===== src/rtl/cam_alloc.sv =====
// Ternary CAM with self-allocating writes, per-entry don't-care masks,
// invalidate/flush, occupancy tracking and optionally registered search results.
module cam_alloc #(
  parameter int DATA    = 16,
  parameter int DEPTH   = 32,
  parameter int WRITE   = 2,
  parameter int READ    = 2,
  parameter int INV     = 2,
  parameter int MSB     = 0,
  parameter int OUT_REG = 1,
  parameter int ADDR    = $clog2(DEPTH),
  parameter int CNT     = $clog2(DEPTH + 1)
) (
  input  logic                  clk,
  input  logic                  reset,
  input  logic [WRITE-1:0]      we_,
  input  logic [WRITE*DATA-1:0] wd,
  input  logic [WRITE*DATA-1:0] wcare,
  output logic [WRITE-1:0]      wack,
  output logic [WRITE*ADDR-1:0] waddr,
  input  logic [INV-1:0]        inv_,
  input  logic [INV*ADDR-1:0]   iaddr,
  input  logic                  flush_,
  input  logic [READ-1:0]       re_,
  input  logic [READ*DATA-1:0]  rm,
  input  logic [READ*DATA-1:0]  rd,
  output logic [READ-1:0]       match,
  output logic [READ-1:0]       multi,
  output logic [READ*ADDR-1:0]  raddr,
  output logic [CNT-1:0]        count,
  output logic                  full,
  output logic                  empty
);

  logic [DEPTH-1:0] valid_q, valid_d;
  logic [DATA-1:0]  data_q [DEPTH];
  logic [DATA-1:0]  care_q [DEPTH];
  logic [CNT-1:0]   count_q, count_d;

  logic [DEPTH-1:0] avail;
  logic [DEPTH-1:0] allocMask;
  logic [DEPTH-1:0] invMask;
  logic             found;
  logic [CNT-1:0]   nAck;
  logic [CNT-1:0]   nInv;

  // Ports claim free entries in ascending port order; each grant removes the slot from the pool.
  always_comb begin
    avail = ~valid_q;
    wack  = '0;
    waddr = '0;
    found = 1'b0;
    for (int w = 0; w < WRITE; w++) begin
      found = 1'b0;
      if (!we_[w] && flush_) begin
        for (int e = 0; e < DEPTH; e++) begin
          if (!found && avail[e]) begin
            found                   = 1'b1;
            avail[e]                = 1'b0;
            wack[w]                 = 1'b1;
            waddr[w*ADDR +: ADDR]   = ADDR'(e);
          end
        end
      end
    end
    allocMask = ~valid_q & ~avail;
  end

  always_comb begin
    invMask = '0;
    for (int i = 0; i < INV; i++) begin
      if (!inv_[i]) invMask[iaddr[i*ADDR +: ADDR]] = 1'b1;
    end
  end

  // Only entries that are actually valid reduce the count; duplicates collapse in the mask.
  always_comb begin
    nAck = '0;
    nInv = '0;
    for (int w = 0; w < WRITE; w++) nAck = nAck + CNT'(wack[w]);
    for (int e = 0; e < DEPTH; e++) nInv = nInv + CNT'(invMask[e] & valid_q[e]);
    if (!flush_) begin
      valid_d = '0;
      count_d = '0;
    end else begin
      valid_d = (valid_q & ~invMask) | allocMask;
      count_d = count_q + nAck - nInv;
    end
  end

  always_ff @(posedge clk or negedge reset) begin
    if (!reset) begin
      valid_q <= '0;
      count_q <= '0;
      for (int e = 0; e < DEPTH; e++) begin
        data_q[e] <= '0;
        care_q[e] <= '0;
      end
    end else begin
      valid_q <= valid_d;
      count_q <= count_d;
      for (int w = 0; w < WRITE; w++) begin
        if (wack[w]) begin
          data_q[waddr[w*ADDR +: ADDR]] <= wd[w*DATA +: DATA];
          care_q[waddr[w*ADDR +: ADDR]] <= wcare[w*DATA +: DATA];
        end
      end
    end
  end

  logic [DEPTH-1:0]     hits [READ];
  logic [READ-1:0]      match_d;
  logic [READ-1:0]      multi_d;
  logic [READ*ADDR-1:0] raddr_d;

  // A bit matches when masked by the search, masked by the entry, or equal.
  always_comb begin
    match_d = '0;
    multi_d = '0;
    raddr_d = '0;
    for (int r = 0; r < READ; r++) begin
      hits[r] = '0;
      for (int e = 0; e < DEPTH; e++) begin
        hits[r][e] = valid_q[e] & ~re_[r] &
                     (&(rm[r*DATA +: DATA] | care_q[e] | ~(data_q[e] ^ rd[r*DATA +: DATA])));
      end
      match_d[r] = |hits[r];
      multi_d[r] = |(hits[r] & (hits[r] - DEPTH'(1)));
      if (MSB != 0) begin
        for (int e = 0; e < DEPTH; e++) begin
          if (hits[r][e]) raddr_d[r*ADDR +: ADDR] = ADDR'(e);
        end
      end else begin
        for (int e = DEPTH - 1; e >= 0; e--) begin
          if (hits[r][e]) raddr_d[r*ADDR +: ADDR] = ADDR'(e);
        end
      end
    end
  end

  generate
    if (OUT_REG != 0) begin : g_reg
      logic [READ-1:0]      match_q;
      logic [READ-1:0]      multi_q;
      logic [READ*ADDR-1:0] raddr_q;

      always_ff @(posedge clk or negedge reset) begin
        if (!reset) begin
          match_q <= '0;
          multi_q <= '0;
          raddr_q <= '0;
        end else begin
          match_q <= match_d;
          multi_q <= multi_d;
          raddr_q <= raddr_d;
        end
      end

      assign match = match_q;
      assign multi = multi_q;
      assign raddr = raddr_q;
    end else begin : g_comb
      assign match = match_d;
      assign multi = multi_d;
      assign raddr = raddr_d;
    end
  endgenerate

  assign count = count_q;
  assign full  = (count_q == CNT'(DEPTH));
  assign empty = (count_q == '0);

endmodule


===== config.mk =====
export PLATFORM = sky130hd
export DESIGN_NAME = cam_alloc
export DESIGN_NICKNAME = d
export VERILOG_FILES = /design/src/rtl/cam_alloc.sv
export SDC_FILE = /design/constraint.sdc
export NUM_CORES = 2
export LEC_CHECK = 0
export BUFFER_PORTS_ARGS = -buffer_cell sky130_fd_sc_hd__buf_4
export CORE_ASPECT_RATIO = 1.5
export CORE_MARGIN = 8
export CORE_UTILIZATION = 60
export DETAILED_ROUTE_END_ITERATION = 8
export GPL_TIMING_DRIVEN = 0
export PLACE_DENSITY = 0.87
export SYNTH_ARGS = -nofsm -noshare
export SYNTH_HDL_FRONTEND = slang
export SYNTH_SLANG_ARGS = --single-unit
export TNS_END_PERCENT = 20

===== constraint.sdc =====
create_clock -name clk -period 17.4 [get_ports clk]
set_input_delay 5.22 -clock clk [delete_from_list [all_inputs] [get_ports clk]]
set_output_delay 5.22 -clock clk [all_outputs]
set_load 0.005 [all_outputs]

==> results of run 1 <==
## per-layer routing
metal / global-route usage [%] / overflow
met3: 61.33 / 6
met5: 36.62 / 0
met1: 73.85 / 0
met2: 85.45 / 13
met4: 71.51 / 11
## logic make-up after synthesis
kind of cell | share of synthesized area (%)
and+or+nand+nor | 14.20
muxes | 23.33
DFF | 35.96
xor gates and xnor gates | 12.05
AOI/OAI and AO/OA | 8.353
buffers and inverters | 4.584
adders and majority gates | 1.519
## metrics by stage
step,cells,setup WS (ns),hold WS (ns),cell area [µm²],TNS (ns)
after floorplan,7766,4.806,0.5357,74870,0
after global placement,9507,-2.192,0.5635,77930,-1968.31
after detailed placement,9555,3.201,0.5842,78760,0
after CTS,9758,3.186,0.5997,82520,0
==> run_results.csv, run 1 <==
group,metric,value,unit
floorplan,num_rows,158,
global_routing,grt_pass1_wl,696.1,mm
synthesis,postSynth.asyncResetShare,100.0,%
synthesis,yosysWarnings,0,
synthesis,ys_types,100,
clock_tree,cts_hold_buf,0,
clock_tree,ctsResizeCount,0,
floorplan,ios,181,
global_routing,globalRouteOverflowTotal,30,
synthesis,ys_ff_latch,1076,
global_routing,grt_pass1_vias,79020,
synthesis,netlist_area,74870,µm²
status,status,"stopped before the end",
synthesis,synthCells,7766,
synthesis,post-synth-top-count-cell,"mux2i_1",
synthesis,yosysTopAreaCell,"dfrtp_1",
synthesis,syn_nets,7973,
clock_tree,cts_root_buffer,"clkbuf_16",
clock_tree,cts.sinks,1076,
synthesis,synth.area.top_cells,"dfrtp_1, mux2i_1, mux2_2",
floorplan,start_util,60.50,%
place,portBuffers,141,
floorplan,fp.dieW,304.4,µm
clock_tree,cts_setup_buffers,0,
status,stop_error,"[ERROR GRT-0116] Global routing finished with congestion. Check the congestion regions in the DRC Viewer.",
global_routing,track_usage,73.10,%
synthesis,synthFlopType,"dfrtp_1",
synthesis,synth_edf_count,0,
status,lastStage,"global routing",
clock_tree,cts_max_path_buffers,3,
synthesis,synth_common_cells,"mux2i_1, dfrtp_1, nor2_1",
synthesis,yosysSeqAreaShare,35.96,%
synthesis,postSynthAreaPerCell,9.641,µm²
floorplan,die_h,448.6,µm
place,gp_congestion,1.348,
synthesis,synth_top_area_share,35.96,%
clock_tree,cts_buffers,109,
clock_tree,htreeDepth,3,
place,dpl.hpwl,375.4,mm
global_routing,grt_max_degree,179,
==> run 2: changes to the inputs <==
--- a/config.mk
+++ b/config.mk
@@ -6,12 +6,11 @@
 export NUM_CORES = 2
 export LEC_CHECK = 0
 export BUFFER_PORTS_ARGS = -buffer_cell sky130_fd_sc_hd__buf_4
-export CORE_ASPECT_RATIO = 1.5
 export CORE_MARGIN = 8
-export CORE_UTILIZATION = 60
+export CORE_UTILIZATION = 40
 export DETAILED_ROUTE_END_ITERATION = 8
 export GPL_TIMING_DRIVEN = 0
-export PLACE_DENSITY = 0.87
+export PLACE_DENSITY_LB_ADDON = 0.15
 export SYNTH_ARGS = -nofsm -noshare
 export SYNTH_HDL_FRONTEND = slang
 export SYNTH_SLANG_ARGS = --single-unit
==> run 2 against run 1 <==
Compared with the run above:
- the flow now finishes, with violations (DRC, capacitance limit, slew limit)
- synthesized cell count is the same
- synthesized area did not move
==> run_results.csv, run 2 <==
group,metric,value,unit
synthesis,ys_ff_latch,1076,
synthesis,post-synth-top-count-cell,"mux2i_1",
finish,layout_common_cells,"mux2i_1, dfrtp_1, nor2_1",
floorplan,fp.dieW,448.6,µm
worst_setup_path,worst_setup_path_start_kind,"primary input",
synthesis,synthSimpleGateAreaFrac,14.20,%
global_routing,grt_pass1_vias,66210,
clock_tree,cts.sinks,1076,
place,placed_area,80340,µm²
global_routing,globalRouteOverflowTotal,0,
sta,period_share,84.11,%
synthesis,synthFlopType,"dfrtp_1",
drt,vias_per_cell,6.828,
synthesis,synthAdderAreaFrac,1.519,%
floorplan,core_area,185600,µm²
synthesis,ys_types,100,
finish,area_growth,14.01,%
finish,postLayoutCellArea,85360,µm²
clock_tree,clkTransAtPathRegs,0.05,ns
sta,fin_worst_skew,0.03907,ns
finish,fin_util,45.98,%
worst_setup_path,critPathBufInv,4,
worst_setup_path,crit_type,"in -> out",
floorplan,die-area,201300,µm²
status,violations,"DRC, capacitance limit, slew limit",
sta,setup_violations,0,
pwr,cellPowerDensity,84.03,nW/µm²
clock_tree,cts_tree,"built",
sta,fmax,68.33,MHz
synthesis,synth_top_family_by_area,"multiplexers",
synthesis,syn_nets,7973,
clock_tree,cts_hold_buf,0,
drt,drtIter0Drc,13330,
min_path,hold_class,"reg -> reg",
floorplan,ios,181,
sta,whs,0.6023,ns
clock_tree,cts_root_buffer,"clkbuf_16",
floorplan,die_h,448.6,µm
sta,slew_headroom,-12.75,%
sta,slew_viol_final,260,
synthesis,postSynthAreaPerCell,9.641,µm²
drt,wire_per_inst,49.18,µm
worst_setup_path,cp-end-kind,"output pin",
synthesis,muxShareOfSynthArea,23.33,%
worst_setup_path,cp_slowest_cell,"nor3_1",
worst_setup_path,crit_family,"buffers and inverters",
run,maxCapViolCount,37,
finish,drive_gt1_share,17.14,%
finish,fin_nets,8328,
global_routing,track_usage,49.93,%
clock_tree,htreeDepth,4,
floorplan,start_util,40.33,%
finish,fillers,18020,
clock_tree,ctsResizeCount,0,
synthesis,synth_top_area_share,35.96,%
synthesis,synth.area.top_cells,"dfrtp_1, mux2i_1, mux2_2",
pwr,ir_worst_vdd,0.0001006,V
clock_tree,cts_max_path_buffers,3,
sta,worstMarginPinSlew,1.691,ns
pwr,leakagePower,38.98,nW
floorplan,num_rows,158,
drt,remaining_drc_errors,36,
sta,fin_tns_setup,0,ns
synthesis,synth_compound_area_share,8.353,%
worst_setup_path,critPathMaxFanout,11,
worst_setup_path,worstPathCellList,"buf_4, nor2b_1, buf_2, clkbuf_1, a32oi_1, o221ai_1, o21ai_0, nor3_1, a31oi_2, buf_4",
synthesis,yosysSeqAreaShare,35.96,%
worst_setup_path,cp_common_cell,"buf_4",
global_routing,grt_max_degree,169,
finish,layout_commonest_cell,"mux2i_1",
synthesis,yosysTopAreaCell,"dfrtp_1",
clock_tree,cts_setup_buffers,0,
drt,ant_nets,0,
place,gp_congestion,1.275,
global_routing,grt_pass1_wl,669.7,mm
finish,largestRegisters,"care_q x512, data_q x512, valid_q x32",
finish,multi_input_area,44900,µm²
synthesis,yosysWarnings,0,
synthesis,synth_common_cells,"mux2i_1, dfrtp_1, nor2_1",
clock_tree,clock_latency,0.86,ns
drt,firstDrtPassIters,9,
worst_setup_path,crit_required,12.18,ns
global_routing,antenna_found_initial,59,
synthesis,netlist_area,74870,µm²
place,portBuffers,141,
worst_setup_path,crit_arrival,9.41,ns
clock_tree,cts_buffers,139,
place,dpl.hpwl,441.1,mm
drt,routed_wirelength,530.6,mm
synthesis,synthCells,7766,
sta,hold_viol_final,0,
synthesis,synth_edf_count,0,
sta,final.min_clock_period,14.63,ns
worst_setup_path,critPathMaxStageDelay,0.73,ns
sta,rsz0062_at_grt,"no",
finish,regArea,26930,µm²
drt,vias,73650,
synthesis,postSynth.asyncResetShare,100.0,%
status,status,"finished, violations left",
synthesis,synth_xor_area_share,12.05,%
[run 2: path summary, 6_finish.rpt]
kind,cells after the start,to,slack [ns],start
max,10,waddr[5],2.77,we_[0]
min,2,care_q[190],0.60,care_q[190]
max reg2reg,25,count[5],7.87,valid_q[15]
min reg2reg,2,care_q[190],0.60,care_q[190]
max in group asynchronous,4,data_q[30],10.63,reset
min in group asynchronous,1,raddr[7],4.27,reset
[run 2: worst min-delay path: cells and delay by family (launching register included)]
kind	cells	cell delay, ns
flops	1	0.37
mux	2	0.19
[run 2: final cells by class]
type / instances / share of cell area [%]
buffer: 748 / 3.766
tap: 2480 / 3.635
antenna: 76 / 0.2228
sequential: 1076 / 31.54
inverter: 68 / 0.2990
timing repair buffer: 214 / 2.341
multi-input combinational: 5874 / 52.61
clock buffer: 201 / 4.724
clock inverter: 50 / 0.8604
[run 2: routing by layer]
metal / up-vias / part of all wire (%) / GRT usage [%]
met4: 48 / 7.8 / 30.67
met2: 6462 / 36 / 62.32
met1: 37210 / 38 / 61.39
met5: - / 0.16 / 2.863
met3: 1502 / 18 / 33.84
li1: 28440 / - / -
[run 2: power by group]
group	switching, mW	total (mW)	internal, mW
Combinational	0.954	1.32	0.369
Sequential	0.134	2.71	2.58
Clock	1.36	3.14	1.78
[run 2: cell families after synthesis]
kind of cell | after synthesis
XOR/XNOR | 1030
AND/OR/NAND/NOR | 2150
multiplexers | 1668
buffers and inverters | 816
flip-flops | 1076
AO/OA/AOI/OAI | 950
adder cells (fa/ha/maj) | 76
[run 2: stage by stage]
| step | worst slack [ns] | cells | power [mW] |
|---|---|---|---|
| detailed placement | 3.074 | 10460 | 3.953 |
| global route | 2.839 | 10740 | 7.226 |
| global placement | -3.469 | 10390 | 3.926 |
| CTS | 3.061 | 10710 | 7.031 |
| floorplan | 4.806 | 7766 | 3.270 |
| finish | 2.765 | 10790 | 7.172 |
Power figures use the tool's default switching activity.
